--- src/rtl/ibex_counter_reader_if.sv ---
// Request/grant/rvalid register bus between a CSR/peripheral master and the
// counter reader. The master drives the request side; the slave answers.
interface ibex_counter_reader_if;
    logic        req;
    logic        we;
    logic [1:0]  addr;
    logic [31:0] wdata;
    logic        gnt;
    logic        rvalid;
    logic [31:0] rdata;
    logic        err;

    modport master (
        output req, we, addr, wdata,
        input  gnt, rvalid, rdata, err
    );

    modport slave (
        input  req, we, addr, wdata,
        output gnt, rvalid, rdata, err
    );
endinterface

--- src/rtl/ibex_counter_reader.sv ---
// Tear-free 32-bit reader for a live 64-bit counter, with an optional compare
// register and level interrupt enabled by IBEX_COUNTER_READER_CMP_EN.
//
// state | meaning
// IDLE  | ready; gnt follows req and the response is captured on grant
// RESP  | rvalid high for exactly one cycle; no grant
module ibex_counter_reader #(
    parameter int unsigned CounterWidth = 64
) (
    input  logic                 clk_i,
    input  logic                 rst_i,
    input  logic [63:0]          counter_val_i,
    ibex_counter_reader_if.slave bus,
    output logic                 irq_o
);

    localparam logic [1:0] AddrCntLo = 2'd0;
    localparam logic [1:0] AddrCntHi = 2'd1;
    localparam logic [1:0] AddrCmpLo = 2'd2;

    // Bits at or above CounterWidth are not part of the counter and read as 0.
    localparam logic [63:0] CntMask = (CounterWidth >= 64) ? {64{1'b1}}
                                      : ((64'd1 << CounterWidth) - 64'd1);

    typedef enum logic {
        IDLE,
        RESP
    } state_e;

    state_e      state_q;
    logic        rvalid_q;
    logic [31:0] rdata_q;
    logic        err_q;
    logic [31:0] shadow_q;
    logic        shadow_valid_q;

    logic [63:0] cnt;
    logic [31:0] rdata_d;
    logic        err_d;
    logic [31:0] shadow_d;
    logic        shadow_valid_d;

`ifdef IBEX_COUNTER_READER_CMP_EN
    logic [63:0] cmp_q;
`endif

    assign cnt        = counter_val_i & CntMask;
    assign bus.gnt    = bus.req && (state_q == IDLE);
    assign bus.rvalid = rvalid_q;
    assign bus.rdata  = rdata_q;
    assign bus.err    = err_q;

    always_comb begin
        rdata_d        = '0;
        err_d          = 1'b0;
        shadow_d       = shadow_q;
        shadow_valid_d = shadow_valid_q;
        unique case (bus.addr)
            AddrCntLo: begin
                if (bus.we) begin
                    err_d = 1'b1;
                end else begin
                    rdata_d        = cnt[31:0];
                    shadow_d       = cnt[63:32];
                    shadow_valid_d = 1'b1;
                end
            end
            AddrCntHi: begin
                if (bus.we) begin
                    err_d = 1'b1;
                end else if (shadow_valid_q) begin
                    rdata_d        = shadow_q;
                    shadow_valid_d = 1'b0;
                end else begin
                    rdata_d = cnt[63:32];
                end
            end
            default: begin
`ifdef IBEX_COUNTER_READER_CMP_EN
                // Compare writes answer with zero data; the register updates below.
                if (!bus.we) begin
                    rdata_d = (bus.addr == AddrCmpLo) ? cmp_q[31:0] : cmp_q[63:32];
                end
`else
                err_d = 1'b1;
`endif
            end
        endcase
    end

    always_ff @(posedge clk_i) begin
        if (rst_i) begin
            state_q        <= IDLE;
            rvalid_q       <= 1'b0;
            rdata_q        <= '0;
            err_q          <= 1'b0;
            shadow_q       <= '0;
            shadow_valid_q <= 1'b0;
        end else begin
            unique case (state_q)
                IDLE: begin
                    if (bus.gnt) begin
                        state_q        <= RESP;
                        rvalid_q       <= 1'b1;
                        rdata_q        <= rdata_d;
                        err_q          <= err_d;
                        shadow_q       <= shadow_d;
                        shadow_valid_q <= shadow_valid_d;
                    end
                end
                RESP: begin
                    state_q  <= IDLE;
                    rvalid_q <= 1'b0;
                    rdata_q  <= '0;
                    err_q    <= 1'b0;
                end
                default: begin
                    state_q  <= IDLE;
                    rvalid_q <= 1'b0;
                    rdata_q  <= '0;
                    err_q    <= 1'b0;
                end
            endcase
        end
    end

`ifdef IBEX_COUNTER_READER_CMP_EN
    always_ff @(posedge clk_i) begin
        if (rst_i) begin
            cmp_q <= {64{1'b1}};
        end else if (bus.gnt && bus.we && bus.addr[1]) begin
            if (bus.addr[0]) begin
                cmp_q[63:32] <= bus.wdata;
            end else begin
                cmp_q[31:0] <= bus.wdata;
            end
        end
    end

    // Compare sees the previous cmp_q, so a write shows on irq_o two edges later.
    always_ff @(posedge clk_i) begin
        if (rst_i) begin
            irq_o <= 1'b0;
        end else begin
            irq_o <= (cnt >= cmp_q);
        end
    end
`else
    assign irq_o = 1'b0;
`endif

endmodule

--- src/flat_wrapper.sv ---
// flat-port wrapper written by rule: the top's interface ports become plain ports
module ibex_counter_reader_flat 
#(
    parameter int unsigned CounterWidth = 64
)
  (clk_i, rst_i, counter_val_i, irq_o, bus_req, bus_we, bus_addr, bus_wdata, bus_gnt, bus_rvalid, bus_rdata, bus_err);
  ibex_counter_reader_if bus_i ();
  input  logic clk_i;
  input  logic rst_i;
  input  logic [63:0] counter_val_i;
  output logic irq_o;
  input wire logic [$bits(bus_i.req)-1:0] bus_req;
  input wire logic [$bits(bus_i.we)-1:0] bus_we;
  input wire logic [$bits(bus_i.addr)-1:0] bus_addr;
  input wire logic [$bits(bus_i.wdata)-1:0] bus_wdata;
  output wire logic [$bits(bus_i.gnt)-1:0] bus_gnt;
  output wire logic [$bits(bus_i.rvalid)-1:0] bus_rvalid;
  output wire logic [$bits(bus_i.rdata)-1:0] bus_rdata;
  output wire logic [$bits(bus_i.err)-1:0] bus_err;
  assign bus_i.req = bus_req;
  assign bus_i.we = bus_we;
  assign bus_i.addr = bus_addr;
  assign bus_i.wdata = bus_wdata;
  assign bus_gnt = bus_i.gnt;
  assign bus_rvalid = bus_i.rvalid;
  assign bus_rdata = bus_i.rdata;
  assign bus_err = bus_i.err;
  ibex_counter_reader #(.CounterWidth(CounterWidth)) u_core (.clk_i(clk_i), .rst_i(rst_i), .counter_val_i(counter_val_i), .bus(bus_i), .irq_o(irq_o));
endmodule
--- config.mk ---
export PLATFORM = sky130hd
export DESIGN_NAME = ibex_counter_reader_flat
export DESIGN_NICKNAME = d
export VERILOG_FILES = /design/src/rtl/ibex_counter_reader_if.sv /design/src/rtl/ibex_counter_reader.sv /design/src/flat_wrapper.sv
export SDC_FILE = /design/constraint.sdc
export NUM_CORES = 1
export LEC_CHECK = 0
export CAP_MARGIN = 20
export CORE_AREA = 8 8 88 105
export CTS_BUF_LIST = sky130_fd_sc_hd__clkbuf_2 sky130_fd_sc_hd__clkbuf_4 sky130_fd_sc_hd__clkbuf_8
export DETAILED_ROUTE_END_ITERATION = 16
export DIE_AREA = 0 0 96 113
export PLACE_DENSITY = 0.81
export SYNTH_ARGS = -nofsm -noshare
export SYNTH_HDL_FRONTEND = slang
export SYNTH_SLANG_ARGS = --single-unit
--- constraint.sdc ---
create_clock -name clk_i -period 1.76 [get_ports clk_i]
set_clock_uncertainty 0.1 [all_clocks]
set_input_delay 0.264 -clock clk_i [delete_from_list [all_inputs] [get_ports clk_i]]
set_output_delay 0.264 -clock clk_i [all_outputs]
set_load 0.02 [all_outputs]
==> results.yml, run 1 <==
status:
  status: "finished clean"
clock_network:
  cts_made_buffers: 9
  cts_hold_buffers: 0
  clkLatencyLatePin_ns: 0.33
  cts_tree: "built"
  path_clk_slew_ns: 0.07
  cts_resized: 1
  cts_sinks: 68
  ctsRootBufferMaster: "clkbuf_8"
  clock_path_buffers: 2
  cts_setup_buffers: 0
  h-tree-depth: 3
synthesis:
  synthDistinctLibCells: 19
  yosys-top-cells-area: "dfxtp_1 (42%), mux2i_1 (20%), nand2b_1 (13%)"
  yosys_warnings: 0
  netlist_area_sq_um: 3214
  yosysTopAreaCellShare_pct: 42.35
  syn_inst: 336
  synth_fp_nets: 438
  ys_seq_elements: 68
  seq_area_frac_synth_pct: 42.35
  synth.avg_cell_area_sq_um: 9.566
  yosys.area.top_type: "dfxtp_1"
global_routing:
  grt_first_pass_wirelength_microns: 13940
  grt_max_degree: 42
  overflow: 0
  antenna_found_initial: 0
  grt_pass1_vias: 2929
  grtUsageTotal_pct: 16.00
detailed_routing:
  drt_iter0_markers: 76
  postRouteAntennaNets: 0
  vias_per_cell: 5.126
  vias: 2763
  drc: 0
  wl_per_cell_microns: 15.54
  dr.pass1.iters: 4
  wl_microns: 8375
power_and_ir_drop:
  power_switching_share_pct: 24.54
  seqPwrFrac_pct: 48.3
  power.net_switching_mw: 0.8136
  clkPwrFrac_pct: 35.2
  power.leakage_nw: 1.671
  power_mw: 3.315
  ir_drop_v: 0.0003879
  intPower_mw: 2.501
  p_per_area_nw_per_um2: 722.0
  comb_power_share_pct: 16.5
cells_and_area:
  num-nets-final: 545
  drive_above_1_share_pct: 9.620
  final_cell_mix: "clkdlybuf4s50_1 (101), dfxtp_1 (67), nand2b_1 (65)"
  final_util_pct: 60.59
  antennaDiodeCount: 0
  final_common_cell: "clkdlybuf4s50_1"
  areaGrowthSynthToFinish_pct: 42.82
placement:
  place_ws_ns: -0.1595
  gp_congestion: 0.7714
  io_buffers: 104
  dp_hpwl_microns: 6177
timing:
  worst_slack_ns: 0.06086
  slew_viol_final: 0
  hold_viol_final: 0
  fin_crit_sh_pct: 96.54
  rsz0062_at_grt: "no"
  hold_slack_ns: 0.2932
  min_period_ns: 1.699
  setup_viol: 0
  max_freq_ghz: 0.5885
setup_path:
  worstPathArrival_ns: 1.34
  critPathLaunchType: "register"
  reg2reg_depth: 5
  crit_path_end_kind: "output pin"
  critPathRequiredTime_ns: 1.40
  crit_type: "register to output pin"
  crit_fanout: 5
die:
  die_width_microns: 96
  fp.dieH_microns: 113
  ios: 138
  die_area_sq_um: 10850
  initial_core_util_pct: 42.43
  coreArea_sq_um: 7576
  num_rows: 35
worst_hold_path:
  min_path_cells: 3
  hold_path.class: "input port to register"
flow_run:
  maxCapViolations: 0
[metrics by stage]
stage,instance area (sq um),setup TNS [ns],std cells
after CTS,4591,0,539
after floorplan,3214,0,336
after detailed placement,4415,-5.514,524
after global routing,4591,0,539
after global placement,4415,-4.299,524
final,4591,0,539
[power groups by stage]
stage	registers (mW)	clock network, mW	logic (mW)
2_1_floorplan	1.65	0	0.246
3_3_place_gp	1.63	0	0.540
3_5_place_dp	1.64	0	0.550
4_1_cts	1.60	1.20	0.552
5_1_grt	1.61	1.27	0.595
6_report	1.60	1.17	0.548
[Yosys cell counts]
library cell  count
inv_1             1
nand2b_1         65
mux2i_1          64
a2111oi_0         1
a21oi_1          32
nor4b_4           1
clkbuf_1         13
buf_1             2
nor2_1           37
a211oi_1          1
buf_4             2
nor4_2            1
nor3_1            2
dfxtp_1          68
conb_1            1
buf_2             9
buf_6             3
a22o_1           32
nor2b_1           1
[routing by layer]
layer | vias up | wire length, microns | GRT usage (%)
li1 | 1371 | - | -
met1 | 1300 | 3442 | 17.18
met2 | 83 | 4213 | 27.90
met3 | 9 | 627 | 5.033
met4 | 0 | 91 | 6.269
met5 | - | 0 | 0
[sequential cells by signal, indices dropped and copies added (netlist names)]
name and cells:
u_core.shadow_valid_q 1, u_core.shadow_q 32, u_core.bus.err 1, u_core.state_q 1, u_core.bus.rvalid 1, u_core.bus.rdata 32
[critical path, stage by stage (launching register included)]
cell           delay (ns)
dfxtp_1              0.46
nand2b_1             0.19
inv_1                0.04
dlygate4sd2_1        0.31
[path summary, 6_finish.rpt]
kind / start / end / slack [ns]
worst max-delay path: u_core.state_q / bus_gnt / 0.06
worst max register to register: u_core.state_q / u_core.bus.rdata[19] / 0.24
worst min register to register: u_core.shadow_q[14] / u_core.shadow_q[14] / 0.37
worst min-delay path: bus_addr[0] / u_core.bus.rdata[31] / 0.29
[area by class of cell]
| class | count | area (sq um) |
|---|---|---|
| fillers | 658 | 2985 |
| multi-input cells | 238 | 1720 |
| flip-flops and latches | 68 | 1363 |
| repair buffers | 125 | 1212 |
| clock buffers | 13 | 166.4 |
| well taps | 92 | 115.1 |
| clock inverters | 2 | 10.01 |
| inverters | 1 | 3.754 |
[logic make-up (layout without fill, tap and decap cells)]
kind of cell	count (synthesis)	count (layout)	share of synthesized area (%)
compound gates	66	66	14.21
buf+inv	30	141	4.788
flops	68	68	42.35
mux	64	64	19.93
other cells	1	1	0.1167
simple gates	107	107	18.61
Power figures use the tool's default switching activity.
==> run 2: changes to the inputs <==
Settings changed: CTS_CLUSTER_SIZE set to 8.
==> results of run 2 <==
No change in the layout: final DEF, timing and power equal those of run 1.
